--- config.mk ---
export PLATFORM = sky130hd
export DESIGN_NAME = trap_ctrl
export DESIGN_NICKNAME = d
export VERILOG_FILES = /design/src/rtl/trap_pkg.sv /design/src/rtl/trap_prio_enc.sv /design/src/rtl/trap_ctrl.sv
export SDC_FILE = /design/constraint.sdc
export NUM_CORES = 1
export LEC_CHECK = 0
export CAP_MARGIN = 20
export CORE_AREA = 2 2 121 123
export DETAILED_ROUTE_END_ITERATION = 7
export DIE_AREA = 0 0 123 125
export PLACE_DENSITY = 0.77
export SYNTH_ARGS = -nofsm -noshare
export SYNTH_HDL_FRONTEND = slang
export SYNTH_SLANG_ARGS = --single-unit
--- constraint.sdc ---
create_clock -name i_clk -period 3.3 [get_ports i_clk]
set_clock_uncertainty 0.1 [all_clocks]
set_input_delay 0.495 -clock i_clk [delete_from_list [all_inputs] [get_ports i_clk]]
set_output_delay 0.495 -clock i_clk [all_outputs]
set_load 0.05 [all_outputs]
--- src/rtl/trap_pkg.sv ---
// Shared definitions for the M-mode trap sequencer: FSM states, cause codes and
// the priority-encoder result record.
package trap_pkg;

  localparam logic [2:0] ST_IDLE     = 3'd0;
  localparam logic [2:0] ST_DRAIN    = 3'd1;
  localparam logic [2:0] ST_TRAP     = 3'd2;
  localparam logic [2:0] ST_MRET     = 3'd3;
  localparam logic [2:0] ST_REDIRECT = 3'd4;

  localparam logic [4:0] CAUSE_INST_ADDR  = 5'd0;
  localparam logic [4:0] CAUSE_ILLEGAL    = 5'd2;
  localparam logic [4:0] CAUSE_BREAKPOINT = 5'd3;
  localparam logic [4:0] CAUSE_LD_ADDR    = 5'd4;
  localparam logic [4:0] CAUSE_ST_ADDR    = 5'd6;
  localparam logic [4:0] CAUSE_ECALL_M    = 5'd11;

  localparam logic [4:0] IRQ_MSI = 5'd3;
  localparam logic [4:0] IRQ_MTI = 5'd7;
  localparam logic [4:0] IRQ_MEI = 5'd11;

  localparam logic [31:0] INT_BIT = 32'h8000_0000;

  localparam logic [1:0] TVAL_ZERO    = 2'd0;
  localparam logic [1:0] TVAL_BADADDR = 2'd1;
  localparam logic [1:0] TVAL_INST    = 2'd2;

  typedef struct packed {
    logic       take;
    logic       is_irq;
    logic       is_mret;
    logic [4:0] code;
    logic [1:0] tval_sel;
  } prio_t;

endpackage

--- src/rtl/trap_prio_enc.sv ---
// Commit-point event arbiter: exceptions beat MRET, MRET beats interrupts.
module trap_prio_enc
  import trap_pkg::*;
(
  input  logic       i_ex_inst_addr,
  input  logic       i_ex_illegal,
  input  logic       i_ebreak,
  input  logic       i_ecall,
  input  logic       i_ex_ld_addr,
  input  logic       i_ex_st_addr,
  input  logic       i_mret,
  input  logic [2:0] i_irq_pend,  // {MEI, MTI, MSI}, already enable-masked
  output prio_t      o_prio
);

  always_comb begin
    o_prio = '0;
    if (i_ex_inst_addr) begin
      o_prio.take     = 1'b1;
      o_prio.code     = CAUSE_INST_ADDR;
      o_prio.tval_sel = TVAL_BADADDR;
    end else if (i_ex_illegal) begin
      o_prio.take     = 1'b1;
      o_prio.code     = CAUSE_ILLEGAL;
      o_prio.tval_sel = TVAL_INST;
    end else if (i_ebreak) begin
      o_prio.take = 1'b1;
      o_prio.code = CAUSE_BREAKPOINT;
    end else if (i_ecall) begin
      o_prio.take = 1'b1;
      o_prio.code = CAUSE_ECALL_M;
    end else if (i_ex_ld_addr) begin
      o_prio.take     = 1'b1;
      o_prio.code     = CAUSE_LD_ADDR;
      o_prio.tval_sel = TVAL_BADADDR;
    end else if (i_ex_st_addr) begin
      o_prio.take     = 1'b1;
      o_prio.code     = CAUSE_ST_ADDR;
      o_prio.tval_sel = TVAL_BADADDR;
    end else if (i_mret) begin
      o_prio.take    = 1'b1;
      o_prio.is_mret = 1'b1;
    end else if (i_irq_pend[2]) begin
      o_prio.take   = 1'b1;
      o_prio.is_irq = 1'b1;
      o_prio.code   = IRQ_MEI;
    end else if (i_irq_pend[0]) begin
      o_prio.take   = 1'b1;
      o_prio.is_irq = 1'b1;
      o_prio.code   = IRQ_MSI;
    end else if (i_irq_pend[1]) begin
      o_prio.take   = 1'b1;
      o_prio.is_irq = 1'b1;
      o_prio.code   = IRQ_MTI;
    end
  end

endmodule

--- src/rtl/trap_ctrl.sv ---
// Machine-mode trap sequencer: picks the commit-point event, drains the pipe,
// strobes the CSR update and hands the new fetch target over a valid/ready port.
module trap_ctrl
  import trap_pkg::*;
#(
  parameter int unsigned XLEN     = 32,
  parameter bit          VECTORED = 1'b0
) (
  input  logic            i_clk,
  input  logic            i_rst,
  input  logic            i_valid,
  input  logic [XLEN-1:0] i_pc,
  input  logic [31:0]     i_inst,
  input  logic [XLEN-1:0] i_badaddr,
  input  logic            i_ex_illegal,
  input  logic            i_ex_inst_addr,
  input  logic            i_ex_ld_addr,
  input  logic            i_ex_st_addr,
  input  logic            i_ecall,
  input  logic            i_ebreak,
  input  logic            i_mret,
  input  logic            i_irq_msi,
  input  logic            i_irq_mti,
  input  logic            i_irq_mei,
  input  logic            i_mstatus_mie,
  input  logic [2:0]      i_mie,
  input  logic [XLEN-1:0] i_mtvec,
  input  logic [XLEN-1:0] i_mepc,
  input  logic            i_mem_busy,
  input  logic            i_redirect_ready,
  output logic            o_stall,
  output logic            o_flush,
  output logic            o_trap_we,
  output logic            o_mret_we,
  output logic [XLEN-1:0] o_cause,
  output logic [XLEN-1:0] o_epc,
  output logic [XLEN-1:0] o_tval,
  output logic            o_redirect_valid,
  output logic [XLEN-1:0] o_redirect_pc
);

  logic [2:0]      r_state;
  logic [XLEN-1:0] r_cause;
  logic [XLEN-1:0] r_epc;
  logic [XLEN-1:0] r_tval;
  logic [XLEN-1:0] r_target;

  logic [2:0]      w_irq_pend;
  prio_t           w_prio;
  logic            w_take;
  logic [XLEN-1:0] w_cause;
  logic [XLEN-1:0] w_tval;
  logic [XLEN-1:0] w_vec_off;

  assign w_irq_pend = {i_irq_mei, i_irq_mti, i_irq_msi} & i_mie & {3{i_mstatus_mie}};

  trap_prio_enc u_prio_enc (
    .i_ex_inst_addr (i_ex_inst_addr),
    .i_ex_illegal   (i_ex_illegal),
    .i_ebreak       (i_ebreak),
    .i_ecall        (i_ecall),
    .i_ex_ld_addr   (i_ex_ld_addr),
    .i_ex_st_addr   (i_ex_st_addr),
    .i_mret         (i_mret),
    .i_irq_pend     (w_irq_pend),
    .o_prio         (w_prio)
  );

  assign w_take    = (r_state == ST_IDLE) && i_valid && w_prio.take;
  assign w_cause   = {w_prio.is_irq, {(XLEN-6){1'b0}}, w_prio.code};
  assign w_vec_off = XLEN'({r_cause[4:0], 2'b00});

  always_comb begin
    w_tval = '0;
    case (w_prio.tval_sel)
      TVAL_BADADDR: w_tval = i_badaddr;
      TVAL_INST:    w_tval = XLEN'(i_inst);
      default:      w_tval = '0;
    endcase
  end

  always_ff @(posedge i_clk) begin
    if (!i_rst) begin
      r_state  <= ST_IDLE;
      r_cause  <= '0;
      r_epc    <= '0;
      r_tval   <= '0;
      r_target <= '0;
    end else begin
      case (r_state)
        ST_IDLE: begin
          if (w_take) begin
            if (w_prio.is_mret) begin
              r_target <= i_mepc;
              r_state  <= ST_MRET;
            end else begin
              r_cause <= w_cause;
              r_epc   <= i_pc;
              r_tval  <= w_tval;
              r_state <= ST_DRAIN;
            end
          end
        end
        ST_DRAIN: begin
          if (!i_mem_busy) r_state <= ST_TRAP;
        end
        ST_TRAP: begin
          // mtvec is sampled here so a CSR write landing during the drain is honoured
          r_target <= (VECTORED && r_cause[XLEN-1]) ? i_mtvec + w_vec_off : i_mtvec;
          r_state  <= ST_REDIRECT;
        end
        ST_MRET: r_state <= ST_REDIRECT;
        ST_REDIRECT: begin
          if (i_redirect_ready) r_state <= ST_IDLE;
        end
        default: r_state <= ST_IDLE;
      endcase
    end
  end

  assign o_stall          = (r_state != ST_IDLE);
  assign o_flush          = w_take && i_rst;
  assign o_trap_we        = (r_state == ST_TRAP);
  assign o_mret_we        = (r_state == ST_MRET);
  assign o_redirect_valid = (r_state == ST_REDIRECT);
  assign o_redirect_pc    = r_target;
  assign o_cause          = r_cause;
  assign o_epc            = r_epc;
  assign o_tval           = r_tval;

endmodule
==> qor.csv <==
metric;value;unit
most frequent cell after synthesis;dfxtp_1;
RSZ-0062 raised after global routing;no;
Seq cells post-synth;104;
DIE WIDTH;123;um
CTS tree;done;
CP required;2.70;ns
share of cells above drive strength 1;4.71;%
status;completed;
Post-synth top flop;dfxtp_1;
drc violations;0;
CP arrival;2.21;ns
postcts setup bufs;0;
effective utilization at floorplan;33.9;%
Post-synth EDFFs;0;
row cnt;44;
setup violators final;0;
P&R area growth vs syn;66.3;%
number of CTS-inserted buffers;9;
H-tree depth;3;
Clock Tree Buf Depth;2;
vias per cell;5.31;
worst flop-to-flop path endpoint;o_tval[14];
wire length per cell;17.4;um
Tot GR Track Use;22.0;%
total gr overflow;0;
worst hold path depth;2;
number of DRC markers in iteration 0;266;
Max Slew Vio Count;0;
syn avg cell area;8.73;um2
endpoint kind of the worst setup timing path;output pin;
CTS hold repair buffers;0;
via count;5259;
Filler cells;1314;
hpwl dp;12400;um
area share of the largest cell type after synthesis;43.3;%
initial antenna violation count;0;
gp weighted congestion;0.780;
origin of the critical flop-to-flop path;r_state[0];
Yosys cell types;41;
Hold Path Sink;o_cause[0];
Port Buf Inserts;284;
Root Buffer;clkbuf_16;
clock-pin slew on the worst setup and hold paths;0.07;ns
Tmin final;2.80;ns
1st-pass router iterations;5;
Final ANT Viol Nets;0;
relative slew slack;59.8;%
Final Cycle Share;85.0;%
Nets;982;
Leak;0.00278;uW
cell taking the most area after synthesis;dfxtp_1;
Die Ht;125;um
Sequential Area;2080;um2
global-route wire length before repair;26500;um
die area;15400;um2
I/O pins;312;
worst hold path type;flip-flop to flip-flop;
top cells by count, synth;dfxtp_1 (104), a21oi_1 (69), clkbuf_1 (49), o21ai_1 (39), nand3_1 (37);
slack of the critical path;0.496;ns
setup TNS;0;ns
VDD IR-drop max;0.235;mV
number of diodes;0;
Seq/Total Area, Yosys;43.3;%
maxcap violations;0;
pin count of the biggest net entering global routing;94;
R2R setup slack;0.82;ns
PwrDens;427;nW/um2
Slew @ Worst Pin;0.601;ns
post-cts resize count;0;
ys async rst share;0;%
Clock Latency Late Sink;0.35;ns
Worst Path Class, Setup;primary input to output pin;
top cells by area, synth;dfxtp_1 (43%), a21oi_1 (7.2%), a2bb2oi_1 (5.8%), o221ai_1 (5.8%), a22oi_1 (5.0%);
Synth warnings;0;
core area;14200;um2
r2r worst-path depth;5;
Clock Sinks;104;
post-synthesis cell area;4810;um2
min-delay src;o_cause[0];
crit path max fanout;8;
Final Hold Violating Endpoints;0;
Core Util, Final;56.3;%
number of global-route vias before repair;5035;
final wirelength;17200;um
CP startpoint kind;primary input;
Max Clock Freq;357;MHz
area of the multi-input gates;2360;um2
DP Worst Slack;0.400;ns
Synth Instances;551;
## flip-flops by register name, indices dropped and copies added, names as in the netlist
| name | count |
|---|---|
| o_epc | 32 |
| o_tval | 32 |
| o_cause | 5 |
| r_state | 3 |
| o_redirect_pc | 32 |
## cell usage in the layout, fill, tap and decap left out, types with 2 or more instances in the layout
cell             instances
ha_1                     2
nand2b_1                 3
buf_4                   14
a2bb2oi_1               32
o21ai_1                 38
o211ai_1                 2
clkdlybuf4s50_1        283
nor2_1                   6
nand4_1                  3
clkinvlp_4               2
dfxtp_1                104
clkbuf_1                 2
buf_12                   3
a21oi_1                 69
conb_1                  27
nor4_1                   2
o22ai_1                  3
nor3_1                   4
a22oi_1                 32
inv_1                    6
o221ai_1                32
nand2_1                  7
or4_1                   32
and2_1                   2
o21ai_0                 29
nand3_1                 37
clkbuf_16                9
## where the power goes
part           leakage, uW  internal, uW  switching [uW]
clock network     0.000138           597             496
logic              0.00180           403             563
registers         0.000847          1320            32.6
## routing by layer
layer / global-route usage, % / vias to the layer above / part of all wire, %
met4: 7.62 / 0 / 2.3
met1: 26.3 / 2433 / 38
met2: 36.0 / 237 / 48
met5: 0 / - / 0
li1: - / 2565 / -
met3: 8.17 / 24 / 11
## worst max path at each step
stage	start	endpoint	slack, ns	cells after the start
global placement	i_ex_st_addr	o_tval[4]	0.46	9
floorplan	r_state[2]	o_flush	0.91	5
global route	i_ex_illegal	o_flush	0.33	6
CTS	i_ex_illegal	o_flush	0.51	6
finish	i_ex_illegal	o_flush	0.50	6
detailed placement	i_ex_st_addr	o_tval[4]	0.40	9
## cells by family after synthesis
family,Yosys count,share of synthesized area [%]
AOI/OAI and AO/OA,246,33.1
adders and majority gates,2,0.520
buffers and inverters,94,9.91
DFF,104,43.3
muxes,1,0.234
other,1,0.0780
and+or+nand+nor,103,12.9
## per-stage QoR
step | instances | hold slack (ns) | total power (uW) | instance area [um2]
after global placement | 974 | 0.357 | 2350 | 7700
after floorplan | 577 | 0.405 | 1940 | 4910
after CTS | 990 | 0.376 | 3450 | 8000
after detailed placement | 974 | 0.366 | 2350 | 7700
final | 990 | 0.373 | 3410 | 8000
after global routing | 990 | 0.397 | 3560 | 8000
## cell type report
type                    count  share of cell area (%)
multi-input cells         379                    29.5
well taps                 184                    2.88
clock inverters             5                   0.814
repair buffers            300                    37.5
clock buffers              11                    2.91
inverters                   7                   0.329
flip-flops and latches    104                    26.0
## worst max-delay path: stages
cell and delay [ns]:
clkdlybuf4s50_1 0.54, nor4_4 0.55, o211ai_1 0.22, nand2_1 0.16, nor2_1 0.08, buf_12 0.15
Power figures use the tool's default switching activity.
